## src/rtl/rng_pkg.sv

```systemverilog
// Shared constants for the random-number buffering path.
package rng_pkg;
   localparam int RNG_DATA_W     = 8;
   localparam int RNG_FIFO_DEPTH = 16;
endpackage

```

## src/rtl/rng_fifo_mem.sv

```systemverilog
// Storage array for rng_fifo: one synchronous write port and one asynchronous read port.
module rng_fifo_mem
   import rng_pkg::*;
#(
   parameter int DATA_W = RNG_DATA_W,
   parameter int DEPTH  = RNG_FIFO_DEPTH
) (
   input  logic                       clk_i,
   input  logic                       we,
   input  logic [$clog2(DEPTH)-1:0]   waddr,
   input  logic [DATA_W-1:0]          wdata,
   input  logic [$clog2(DEPTH)-1:0]   raddr,
   output logic [DATA_W-1:0]          rdata
);
   logic [DATA_W-1:0] mem_r [DEPTH];

   // Contents are deliberately not reset; the owning FIFO resets its pointers instead.
   always_ff @(posedge clk_i) begin
      if (we) begin
         mem_r[waddr] <= wdata;
      end
   end

   assign rdata = mem_r[raddr];
endmodule

```

## src/rtl/rng_fifo.sv

```systemverilog
// First-word-fall-through FIFO for random words; pointers, occupancy and
// sticky error flags live here, storage lives in rng_fifo_mem.
module rng_fifo
   import rng_pkg::*;
#(
   parameter int DATA_W = RNG_DATA_W,
   parameter int DEPTH  = RNG_FIFO_DEPTH
) (
   input  logic                     clk_i,
   input  logic                     rst_i,
   input  logic                     write,
   input  logic [DATA_W-1:0]        data_in,
   input  logic                     read,
   output logic [DATA_W-1:0]        data_out,
   output logic                     empty,
   output logic                     full,
   output logic [$clog2(DEPTH):0]   count,
   output logic                     overflow,
   output logic                     underflow
);
   localparam int PTR_W = $clog2(DEPTH);
   localparam int CNT_W = PTR_W + 1;

   logic [PTR_W-1:0]  wr_ptr_r;
   logic [PTR_W-1:0]  rd_ptr_r;
   logic [CNT_W-1:0]  count_r;
   logic              overflow_r;
   logic              underflow_r;
   logic              empty_s;
   logic              full_s;
   logic              wr_en_s;
   logic              rd_en_s;
   logic [DATA_W-1:0] rdata_s;

   // Occupancy flags come from the registered count so a wrapped pointer pair is never ambiguous.
   assign empty_s = (count_r == {CNT_W{1'b0}});
   assign full_s  = (count_r == CNT_W'(DEPTH));
   assign wr_en_s = write & ~full_s & ~rst_i;
   assign rd_en_s = read & ~empty_s & ~rst_i;

   rng_fifo_mem #(
      .DATA_W (DATA_W),
      .DEPTH  (DEPTH)
   ) u_mem (
      .clk_i (clk_i),
      .we    (wr_en_s),
      .waddr (wr_ptr_r),
      .wdata (data_in),
      .raddr (rd_ptr_r),
      .rdata (rdata_s)
   );

   // Pointer, occupancy and sticky-flag state; reset wins over any request.
   always_ff @(posedge clk_i) begin
      if (rst_i) begin
         wr_ptr_r    <= {PTR_W{1'b0}};
         rd_ptr_r    <= {PTR_W{1'b0}};
         count_r     <= {CNT_W{1'b0}};
         overflow_r  <= 1'b0;
         underflow_r <= 1'b0;
      end else begin
         if (wr_en_s) begin
            wr_ptr_r <= wr_ptr_r + PTR_W'(1);
         end
         if (rd_en_s) begin
            rd_ptr_r <= rd_ptr_r + PTR_W'(1);
         end
         case ({wr_en_s, rd_en_s})
            2'b10:   count_r <= count_r + CNT_W'(1);
            2'b01:   count_r <= count_r - CNT_W'(1);
            default: count_r <= count_r;
         endcase
         if (write & full_s) begin
            overflow_r <= 1'b1;
         end
         if (read & empty_s) begin
            underflow_r <= 1'b1;
         end
      end
   end

   assign data_out  = empty_s ? {DATA_W{1'b0}} : rdata_s;
   assign empty     = empty_s;
   assign full      = full_s;
   assign count     = count_r;
   assign overflow  = overflow_r;
   assign underflow = underflow_r;
endmodule

```

## config.mk

```make
export PLATFORM = sky130hd
export DESIGN_NAME = rng_fifo
export DESIGN_NICKNAME = d
export VERILOG_FILES = /design/src/rtl/rng_pkg.sv /design/src/rtl/rng_fifo_mem.sv /design/src/rtl/rng_fifo.sv
export SDC_FILE = /design/constraint.sdc
export NUM_CORES = 1
export LEC_CHECK = 0
export BUFFER_PORTS_ARGS = -buffer_cell sky130_fd_sc_hd__buf_2
export CORE_MARGIN = 2
export CORE_UTILIZATION = 55
export CTS_CLUSTER_DIAMETER = 50
export DETAILED_ROUTE_END_ITERATION = 10
export HOLD_SLACK_MARGIN = 0.05
export PLACE_DENSITY = 0.73
export SYNTH_ARGS = -nofsm -noshare
export SYNTH_HDL_FRONTEND = slang
export SYNTH_SLANG_ARGS = --single-unit
```

## constraint.sdc

```tcl
create_clock -name clk_i -period 3.18 [get_ports clk_i]
set_input_delay 0.636 -clock clk_i [delete_from_list [all_inputs] [get_ports clk_i]]
set_output_delay 0.636 -clock clk_i [all_outputs]
set_load 0.01 [all_outputs]
```

# == Yosys cells after proc, flatten, opt, wreduce, memory -nomap -nowiden ==
# Memory sizes are Yosys's and may differ from the RTL's. A register that Yosys moved wholly into a read port is not among the register bits.
# Index checks and enable logic that the tools add are counted.
# word_totals
reg_bits,15
ramBits,128
inputBits,12
output_inout_bits,17
word_cells,30
n_memories,1
# mem_list
name,words,word_bits,read_ports,rd_ports_with_merged_regs,wr,line_no,source
u_mem.mem_r,16,8,1,1,1,rng_fifo_mem.sv:15,logic [DATA_W-1:0] mem_r [DEPTH];
# op_classes
add_sub_neg,4
eq_ne,3
n_mux,6
bitwise,9
reduce_logical,2
# ops
op,count
$pmux 5 s2,1
$add 4x1->4 const B,2
$mux 4,2
$mux 8,1
$and 1x1->1,6
$add 5x1->5 const B,1
$eq 5x5->1 const B,1
$logic_not 5->1,1
$sub 5x1->5 const B,1
$not 1->1,3
$eq 2x1->1 const B,1
$eq 2x2->1 const B,1
$mux 1,2
$reduce_bool 2->1,1

# == Longest topological paths before layout ==
# Gate-level depths: netlist (run 1).
# logic_depth
ltp_word,6
ltp_mapped,13
depth_no_buf,10

# == Modules after synthesis ==
# Synthesis (run 1) repeated with hierarchy kept, for this count alone.
# unflattened
cells_unflattened,315
hier_area_um2,5824.3
# modules_own_cells
module,instances,cells_per_inst,area_each_um2,seq_area_each_um2
rng_fifo_mem,1,221,4987.3,3843.7
rng_fifo,1,94,837.1,300.3

# == Least setup slack after synthesis (run 1) ==
# OpenSTA, ideal clock, no wires.
# synth_timing
path_type,input -> register
startpoint,input port rst_i
endpoint,register count_r[4] (netlist: count[4])
setup_time_ns,0.123
arrival_ns,2.773
required_time_ns,3.057
setup_slack_ns,0.283
cell_stages,10
n_path_buf,1
cell_sequence,nand2b_1 -> a21oi_1 -> ha_1 -> clkbuf_1 -> xor2_1 -> ha_1 -> o211ai_1 -> o311ai_2 -> mux2i_1 -> mux2_1
# synth_via
elab_chain_len,4
elab_cells_between_ends,7
classes_between,2 x eq/ne; 1 x mux; 3 x bitwise; 1 x reduce/logical
# synth_lines
item,line_no,source
from (decl),rng_fifo.sv:10,"input logic rst_i,"
$not 1->1 (*),rng_fifo.sv:39,assign rd_en_s = read & ~empty_s & ~rst_i;
$and 1x1->1 (*),rng_fifo.sv:39,
named net rd_en_s,rng_fifo.sv:32,logic rd_en_s;
$eq 2x1->1 / $eq 2x2->1 (equally long branches),rng_fifo.sv:68,"case ({wr_en_s, rd_en_s})"
$pmux 5 s2 / $reduce_bool 2->1 (equally long branches),-,
to (signal assigned),rng_fifo.sv:69,2'b10: count_r <= count_r + CNT_W'(1);
to (signal assigned),rng_fifo.sv:70,2'b01: count_r <= count_r - CNT_W'(1);
to (signal assigned),rng_fifo.sv:71,default: count_r <= count_r;
to (decl),rng_fifo.sv:26,logic [CNT_W-1:0] count_r;
# Mark *: on every way through the listed nets, which the timed path passes. The rest lies on a longest branch.
# A chain may end at the register's enable or synchronous reset.

==> results of run 1 <==
[cells in the mapped netlist, types with 6 or more instances]
cell type and instances:
sky130_fd_sc_hd__dfxtp_1 19, sky130_fd_sc_hd__ha_1 8, sky130_fd_sc_hd__nor2_1 29, sky130_fd_sc_hd__nand2_1 9, sky130_fd_sc_hd__mux4_1 24, sky130_fd_sc_hd__nor2b_4 8, sky130_fd_sc_hd__xor2_1 7, sky130_fd_sc_hd__edfxtp_1 128
sky130_fd_sc_hd__nor3_1 6, sky130_fd_sc_hd__clkbuf_1 6, sky130_fd_sc_hd__mux4_2 16
[flip-flops by register name (all words and copies together) (netlist names), named ones only]
register / cells
u_mem.mem_r: 128
count: 5
rd_ptr_r: 4
wr_ptr_r: 4
overflow: 1
underflow: 1
[through the flow]
step	hold slack, ps	TNS (ps)	utilization (%)	std cells	setup slack (ps)
global placement	444.5	0	59.44	479	339.8
finish	393.5	0	65.18	514	43.93
detailed placement	461.1	0	59.44	479	226.4
floorplan	472.5	0	-	313	283.5
CTS	365.4	0	65.24	514	15.32
global route	435.8	-51.81	65.18	514	-17.99
[final cells by class]
type / count / area [sq um]
repair buffers: 47 / 315.3
clock buffers: 18 / 417.9
well taps: 140 / 175.2
multi-input cells: 143 / 1715
inverters: 5 / 18.77
fillers: 716 / 3759
clock inverters: 14 / 163.9
flip-flops and latches: 147 / 4228
[worst max-delay path by stage]
stage / end / start / cells past startpoint
2_1_floorplan: count[4] / rst_i / 10
3_3_place_gp: count[4] / rst_i / 10
3_5_place_dp: count[4] / rst_i / 10
4_1_cts: data_out[5] / flop / 5
5_1_grt: data_out[5] / flop / 5
6_report: data_out[5] / flop / 5
[per-layer routing]
| layer | wire, um | share of wire (%) |
|---|---|---|
| met1 | 5113 | 44 |
| met2 | 5844 | 51 |
| met3 | 476 | 4.1 |
| met4 | 78 | 0.68 |
| met5 | 0 | 0 |
[worst max-delay path, stage by stage, from the launching register on]
cell	delay, ps
sky130_fd_sc_hd__dfxtp_4	410
sky130_fd_sc_hd__buf_12	180
sky130_fd_sc_hd__mux4_1	620
sky130_fd_sc_hd__mux4_2	490
sky130_fd_sc_hd__nor2b_4	140
sky130_fd_sc_hd__buf_2	140
[report_power, final]
group | internal [W] | switching [W]
sequential | 0.00212 | 0.0000281
clock | 0.00119 | 0.000742
combinational | 0.000218 | 0.000228
[logic make-up (layout without fill, tap and decap cells)]
kind of cell,after synthesis,after routing
compound gates,14,14
xor+xnor,11,11
fa+ha+maj,8,8
buf+inv,23,84
flops,147,147
mux,43,43
simple gates,67,67
[repair_timing]
item	in CTS	in global routing
endpoints found under the setup margin	8	5
resized for setup	2	2
pin swaps	0	0
setup buffers	2	0
gates cloned	1	0
==> impl_metrics.env, run 1 <==
export IMPL_run_status="finished, final reports clean"
export IMPL_detailedPlacementHpwl_um=7048
export IMPL_drt_drc=0
export IMPL_wire_length_of_the_first_global_routing_pass_um=17790
export IMPL_final_common_cell="sky130_fd_sc_hd__edfxtp_1"
export IMPL_design_core_area_sq_um=10790
export IMPL_setup_violations=0
export IMPL_yosysUniqueCellTypes=36
export IMPL_hold_path_startpoint="read"
export IMPL_drtAntennaViolNets=0
export IMPL_critPathRequiredTime_ps=2540
export IMPL_place_area_sq_um=6415
export IMPL_share_of_post_route_cells_with_drive_strength_above_1_pct=28.88
export IMPL_mostFrequentLayoutCells="sky130_fd_sc_hd__edfxtp_1, sky130_fd_sc_hd__nor2_1, sky130_fd_sc_hd__buf_2"
export IMPL_post_synth_inst_count=313
export IMPL_clk_transition_reported_paths_ps=60
export IMPL_cellLeakagePower_nw=2.396
export IMPL_class_of_the_tightest_hold_or_removal_check="input port to flop"
export IMPL_number_of_max_cap_violations=0
export IMPL_yosys_mux_area_fraction_pct=16.80
export IMPL_grt_util_met3_pct=4.483
export IMPL_synth_seq_area_share_pct=69.44
export IMPL_yosys_warnings=0
export IMPL_grt_max_degree=33
export IMPL_gr_layer_usage_met1_pct=29.69
export IMPL_post_synth_fa_ha_maj_area_fraction_pct=1.645
export IMPL_synth_enable_flop_cells=128
export IMPL_design_final_nets=381
export IMPL_hold_path_cell_count=3
export IMPL_ys_seq_elements=147
export IMPL_top_level_ports=29
export IMPL_vdd_ir_drop_max_uv=401.0
export IMPL_die_h_um=109.2
export IMPL_r2r_end="count[4]"
export IMPL_tritoncts="yes"
export IMPL_num_antenna_cells=0
export IMPL_synth_avg_cell_area_sq_um=19.44
export IMPL_grt_util_all_layers_pct=21.46
export IMPL_max_freq_ghz=0.3189
export IMPL_synth_largest_area_cell="sky130_fd_sc_hd__edfxtp_1"
export IMPL_number_of_sinks_driven_by_the_clock_tree=147
export IMPL_post_drt_via_cell_ratio=5.772
export IMPL_synth_simple_gate_area_share_pct=6.582
export IMPL_setup_worst_path_end_class="output port"
export IMPL_die_width_um=109.2
export IMPL_clock_latency_ps=510
export IMPL_max_slew_margin_pct=37.21
export IMPL_routed_wirelength_um=11510
export IMPL_floorplan_die_area_sq_um=11920
export IMPL_finish_instance_area_sq_um=7034
export IMPL_buffer_ports_inserted=28
export IMPL_worst_endpoint_arrival_ps=2500
export IMPL_clockBufferDepth=2
export IMPL_mappedNetlistNets=333
export IMPL_worstMarginPinSlew_ps=938.4
export IMPL_worst_setup_path_type="flop to output port"
export IMPL_clk_root_buf="sky130_fd_sc_hd__clkbuf_8"
export IMPL_cts_max_level=4
export IMPL_yosys_top_cells_area="sky130_fd_sc_hd__edfxtp_1, sky130_fd_sc_hd__mux4_1, sky130_fd_sc_hd__dfxtp_1"
export IMPL_grt_antenna_before_repair=0
export IMPL_slew_violations=0
export IMPL_post_route_min_period_ps=3136
export IMPL_grt_busiest_layer="met2"
export IMPL_finalHoldViolCount=0
export IMPL_tritoncts_buffer_count=17
export IMPL_drt_first_pass_iters=4
export IMPL_min_to="underflow"
export IMPL_cts_hold_fix_buffers=0
export IMPL_grt_met2_usage_pct=34.25
export IMPL_synthToLayoutAreaGrowth_pct=15.63
export IMPL_overflow=0
export IMPL_synthFlopType="sky130_fd_sc_hd__edfxtp_1"
export IMPL_r2r_setup_slack_ps=490
export IMPL_initial_utilization_pct=56.36
export IMPL_critical_path_peak_fanout=13
export IMPL_vias=2967
export IMPL_dominant_combinational_cell_family_by_area_after_synthesis="multiplexers"
export IMPL_power_density_nw_per_um2=643.8
export IMPL_first_global_vias=3041
export IMPL_core_rowCount=38
export IMPL_startpoint_type="flop"
export IMPL_fin_worst_skew_ps=6.252
export IMPL_fin_total_pwr_w=0.004528
export IMPL_synth_area_sq_um=6083
export IMPL_synth_xor_area_share_pct=1.584
export IMPL_wire_per_inst_um=22.40
export IMPL_r2r_worst_path_cells=10
export IMPL_synth_compound_area_share_pct=1.707
export IMPL_worstReg2RegStart="count[1]"
export IMPL_detailedRoute_firstIterationViolations=168
export IMPL_async_flop_share_pct=0
export IMPL_layout_worst_path_cycle_share_pct=98.62
export IMPL_routabilityCongestion=0.7865
export IMPL_unrepaired_setup_endpoints_after_global_routing="yes"
export IMPL_synth_top_cell_area_share_pct=63.18
No activity file was read; power rests on OpenSTA's default activity.
==> run 2, diff against run 1 <==
CORE_UTILIZATION = 40   (was 55)
PLACE_DENSITY = not set   (was 0.73)
==> impl_metrics.env, run 2 (same netlist as run 1, synthesis figures left out) <==
export IMPL_tritoncts="yes"
export IMPL_vdd_ir_drop_max_uv=368.2
export IMPL_max_slew_margin_pct=52.16
export IMPL_run_status="finished, final reports clean"
export IMPL_clk_root_buf="sky130_fd_sc_hd__clkbuf_16"
export IMPL_power_report_internal_total_w=0.003567
export IMPL_first_global_vias=3073
export IMPL_grt_util_all_layers_pct=15.78
export IMPL_share_of_post_route_cells_with_drive_strength_above_1_pct=29.58
export IMPL_detailedRoute_firstIterationViolations=257
export IMPL_critical_path_peak_fanout=16
export IMPL_worst_endpoint_arrival_ps=2380
export IMPL_clock_latency_ps=420
export IMPL_hold_path_cell_count=2
export IMPL_r2r_end="count[4]"
export IMPL_detailedPlacementHpwl_um=7589
export IMPL_seqPwrFrac_pct=47.1
export IMPL_design_final_nets=390
export IMPL_netSwitchingFraction_pct=21.95
export IMPL_top_level_ports=29
export IMPL_place_detailed_instances=537
export IMPL_setup_violations=0
export IMPL_drtAntennaViolNets=0
export IMPL_setup_worst_path_end_class="output port"
export IMPL_vias=2976
export IMPL_r2r_setup_slack_ps=520
export IMPL_largest_reg_flops=128
export IMPL_drt_drc=0
export IMPL_buffer_ports_inserted=28
export IMPL_r2r_worst_path_cells=10
export IMPL_max_freq_ghz=0.3314
export IMPL_cts_max_level=4
export IMPL_tritoncts_buffer_count=17
export IMPL_worstReg2RegStart="count[1]"
export IMPL_startpoint_type="flop"
export IMPL_hold_path_startpoint="underflow"
export IMPL_initial_utilization_pct=40.47
export IMPL_fin_cells=570
export IMPL_fin_worst_skew_ps=5.420
export IMPL_clk_transition_reported_paths_ps=60
export IMPL_n_fill_cell=1259
export IMPL_overflow=0
export IMPL_power_density_nw_per_um2=637.5
export IMPL_unrepaired_setup_endpoints_after_global_routing="no"
export IMPL_finalHoldViolCount=0
export IMPL_number_of_max_cap_violations=0
export IMPL_routabilityCongestion=0.7878
export IMPL_post_route_min_period_ps=3018
export IMPL_grt_max_degree=33
export IMPL_num_antenna_cells=0
export IMPL_routed_wirelength_um=11680
export IMPL_drt_first_pass_iters=4
export IMPL_fin_setup_tns_ps=0
export IMPL_die_h_um=127.3
export IMPL_pwr_share_clk_pct=43.2
export IMPL_clockBufferDepth=2
export IMPL_regMostFlops="u_mem.mem_r"
export IMPL_final_util_pct=47.69
export IMPL_min_to="underflow"
export IMPL_design_core_area_sq_um=15030
export IMPL_slew_violations=0
export IMPL_mostFrequentLayoutCells="sky130_fd_sc_hd__edfxtp_1, sky130_fd_sc_hd__nor2_1, sky130_fd_sc_hd__buf_2"
export IMPL_comb_power_share_pct=9.7
export IMPL_wire_length_of_the_first_global_routing_pass_um=18020
export IMPL_wire_per_inst_um=20.50
export IMPL_class_of_the_tightest_hold_or_removal_check="flop to flop"
export IMPL_die_width_um=127.3
export IMPL_post_drt_via_cell_ratio=5.221
export IMPL_worst_setup_path_type="flop to output port"
export IMPL_cellLeakagePower_nw=2.462
export IMPL_critPathRequiredTime_ps=2540
export IMPL_seqCellArea_sq_um=4228
export IMPL_grt_antenna_before_repair=0
export IMPL_layout_worst_path_cycle_share_pct=94.90
export IMPL_core_rowCount=45
export IMPL_floorplan_die_area_sq_um=16210
export IMPL_cts_hold_fix_buffers=0
export IMPL_total_switching_power_w=0.001003
export IMPL_synthToLayoutAreaGrowth_pct=17.85
export IMPL_multi_input_area_sq_um=1723
export IMPL_final_common_cell="sky130_fd_sc_hd__edfxtp_1"
export IMPL_number_of_sinks_driven_by_the_clock_tree=147
export IMPL_worstMarginPinSlew_ps=716.7
-- run 2: power by group through the flow --
stage | logic [W] | registers (W) | clock network, W
4_1_cts | 0.000442 | 0.00215 | 0.00202
5_1_grt | 0.000482 | 0.00215 | 0.00210
6_report | 0.000443 | 0.00215 | 0.00198
2_1_floorplan | 0.000308 | 0.00219 | 0
3_3_place_gp | 0.000433 | 0.00219 | 0
3_5_place_dp | 0.000440 | 0.00220 | 0
-- run 2: area by class of cell --
class	count	area share, %
Multi-Input combinational cell	143	24.03
Sequential cell	147	58.97
Tap cell	188	3.281
Inverter	5	0.2618
Clock buffer	18	5.986
Clock inverter	13	2.234
Timing Repair Buffer	56	5.236
-- run 2: repair_timing --
action                                  CTS  global route
gates resized for setup                   1             0
setup buffers                             0             2
endpoints found under the setup margin    1             1
-- run 2: how the worst max path moves through the flow --
| stage | to | depth (start not counted) | from |
|---|---|---|---|
| floorplan | count[4] | 10 | rst_i |
| global placement | count[4] | 10 | rst_i |
| detailed placement | count[4] | 10 | rst_i |
| CTS | data_out[5] | 5 | flop |
| global route | data_out[5] | 5 | flop |
| finish | data_out[5] | 5 | flop |
-- run 2: metrics by stage --
stage | power, W | area, sq um | hold slack, ps | setup slack, ps
final | 0.004571 | 7169 | 474.2 | 162.1
after global routing | 0.004737 | 7169 | 479.3 | 74.44
after CTS | 0.004612 | 7154 | 468.1 | 52.22
after detailed placement | 0.002635 | 6563 | 463.3 | 207.1
after global placement | 0.002626 | 6563 | 453.8 | 334.5
after floorplan | 0.002495 | 6083 | 472.5 | 283.5
-- run 2: critical path, stage by stage (launching register included) --
cell and delay, ps:
sky130_fd_sc_hd__dfxtp_4 380, sky130_fd_sc_hd__buf_12 180, sky130_fd_sc_hd__mux4_1 580, sky130_fd_sc_hd__mux4_2 530, sky130_fd_sc_hd__nor2b_4 150, sky130_fd_sc_hd__buf_2 140
-- run 2: layer usage --
metal	part of all wire [%]	track usage (%)	up-vias	wire [um]
li1	-	-	1371	-
met1	43	19.99	1518	5050
met2	50	25.61	68	5853
met3	4.9	4.271	19	572
met4	1.8	7.046	0	208
met5	0	0	-	0
==> run 3, diff against run 2 <==
HOLD_SLACK_MARGIN = 0.06   (was 0.05)
MAX_ROUTING_LAYER = met4   (was not set)
==> impl_metrics.env, run 3 (same netlist as run 1, synthesis figures left out) <==
export IMPL_layout_worst_path_cycle_share_pct=94.60
export IMPL_worstMarginPinSlew_ps=706.7
export IMPL_drt_drc=0
export IMPL_num_antenna_cells=0
export IMPL_drtAntennaViolNets=0
export IMPL_grt_util_all_layers_pct=16.26
export IMPL_routed_wirelength_um=11710
export IMPL_crit_buf_inv=2
export IMPL_tritoncts="yes"
export IMPL_largest_reg_flops=128
export IMPL_core_rowCount=45
export IMPL_cellLeakagePower_nw=2.462
export IMPL_clk_transition_reported_paths_ps=60
export IMPL_design_core_area_sq_um=15030
export IMPL_max_slew_margin_pct=52.83
export IMPL_fin_total_pwr_w=0.004570
export IMPL_floorplan_die_area_sq_um=16210
export IMPL_initial_utilization_pct=40.47
export IMPL_number_of_max_cap_violations=0
export IMPL_fin_worst_skew_ps=4.238
export IMPL_finalHoldViolCount=0
export IMPL_overflow=0
export IMPL_mostFrequentLayoutCells="sky130_fd_sc_hd__edfxtp_1, sky130_fd_sc_hd__nor2_1, sky130_fd_sc_hd__buf_2"
export IMPL_routabilityCongestion=0.7989
export IMPL_top_level_ports=29
export IMPL_detailedPlacementHpwl_um=7589
export IMPL_clockBufferDepth=2
export IMPL_fin_setup_tns_ps=0
export IMPL_final_util_pct=47.69
export IMPL_run_status="finished, final reports clean"
export IMPL_crit_slowest_cell="sky130_fd_sc_hd__mux4_1"
export IMPL_finish_instance_area_sq_um=7169
export IMPL_place_detailed_instances=537
export IMPL_critPathMaxStageDelay_ps=570
export IMPL_multi_input_area_sq_um=1723
export IMPL_final_common_cell="sky130_fd_sc_hd__edfxtp_1"
export IMPL_wire_per_inst_um=20.54
export IMPL_die_width_um=127.3
export IMPL_grt_antenna_before_repair=0
export IMPL_grt_max_degree=33
export IMPL_synthToLayoutAreaGrowth_pct=17.85
export IMPL_regMostFlops="u_mem.mem_r"
export IMPL_share_of_post_route_cells_with_drive_strength_above_1_pct=29.58
export IMPL_vias=3010
export IMPL_detailedRoute_firstIterationViolations=257
export IMPL_max_freq_ghz=0.3324
export IMPL_slew_violations=0
export IMPL_setup_worst_path_end_class="output port"
export IMPL_vdd_ir_drop_max_uv=365.8
export IMPL_post_drt_via_cell_ratio=5.281
export IMPL_die_h_um=127.3
export IMPL_clk_root_buf="sky130_fd_sc_hd__clkbuf_16"
export IMPL_clock_latency_ps=420
export IMPL_post_route_min_period_ps=3008
export IMPL_place_area_sq_um=6563
export IMPL_worst_endpoint_arrival_ps=2370
export IMPL_tritoncts_buffer_count=17
export IMPL_wire_length_of_the_first_global_routing_pass_um=18000
export IMPL_critPathRequiredTime_ps=2540
export IMPL_worst_setup_path_type="flop to output port"
export IMPL_number_of_sinks_driven_by_the_clock_tree=147
export IMPL_design_final_nets=390
export IMPL_buffer_ports_inserted=28
export IMPL_power_density_nw_per_um2=637.5
export IMPL_setup_violations=0
export IMPL_seqCellArea_sq_um=4228
export IMPL_fin_cells=570
export IMPL_first_global_vias=3076
export IMPL_cts_max_level=4
export IMPL_class_of_the_tightest_hold_or_removal_check="flop to flop"
export IMPL_path_delay_family="multiplexers"
export IMPL_n_fill_cell=1259
export IMPL_startpoint_type="flop"
export IMPL_path_cells="buf_12 -> mux4_1 -> mux4_2 -> nor2b_4 -> buf_2"
export IMPL_critical_path_peak_fanout=16
export IMPL_unrepaired_setup_endpoints_after_global_routing="no"
export IMPL_drt_first_pass_iters=5
==> run 3: cell counts in the layout (fill, tap and decap cells not counted) <==
No cell type changed its count.
==> run 3: metal layers <==
metal	up-vias	wire length, um	track usage (%)
met1	1562	5098	19.91
met2	59	5871	25.67
li1	1368	-	-
met3	21	541	4.313
met4	0	195	7.046
met5	-	0	-
==> run 3: tightest hold or removal path: cells and delay by family (launching register included) <==
family          cells  cell delay (ps)
compound gates      1               40
simple gates        1               70
flops               1              330
==> run 3: worst paths after layout <==
path,startpoint,slack (ps),cells past startpoint,end
hold / removal,underflow,470,2,underflow
hold reg to reg,underflow,470,2,underflow
setup / recovery,flop,170,5,data_out[5]
setup reg to reg,count[1],520,10,count[4]
==> run 3: per-stage QoR <==
step	hold WS (ps)	setup WS, ps
floorplan	472.5	283.5
detailed placement	463.3	207.1
finish	474.0	171.8
global route	479.5	74.64
global placement	453.8	334.5
CTS	468.1	52.22
==> run 3: layout make-up <==
type | count | area share, %
clock buffer | 18 | 5.986
clock inverter | 13 | 2.234
inverter | 5 | 0.2618
multi-input combinational | 143 | 24.03
sequential | 147 | 58.97
tap | 188 | 3.281
timing repair buffer | 56 | 5.236
==> run 3: what timing repair did <==
action,in CTS,in global routing
buffers inserted,0,2
gates resized for setup,1,0
hold buffers,0,0
setup endpoints to repair,1,1
==> run 3: where the power goes <==
part	switching, W	leakage (nW)	internal [W]
Combinational	0.000228	0.871	0.000215
Clock	0.000749	0.283	0.00123
Sequential	0.0000267	1.31	0.00212
Total	0.00100	2.46	0.00357
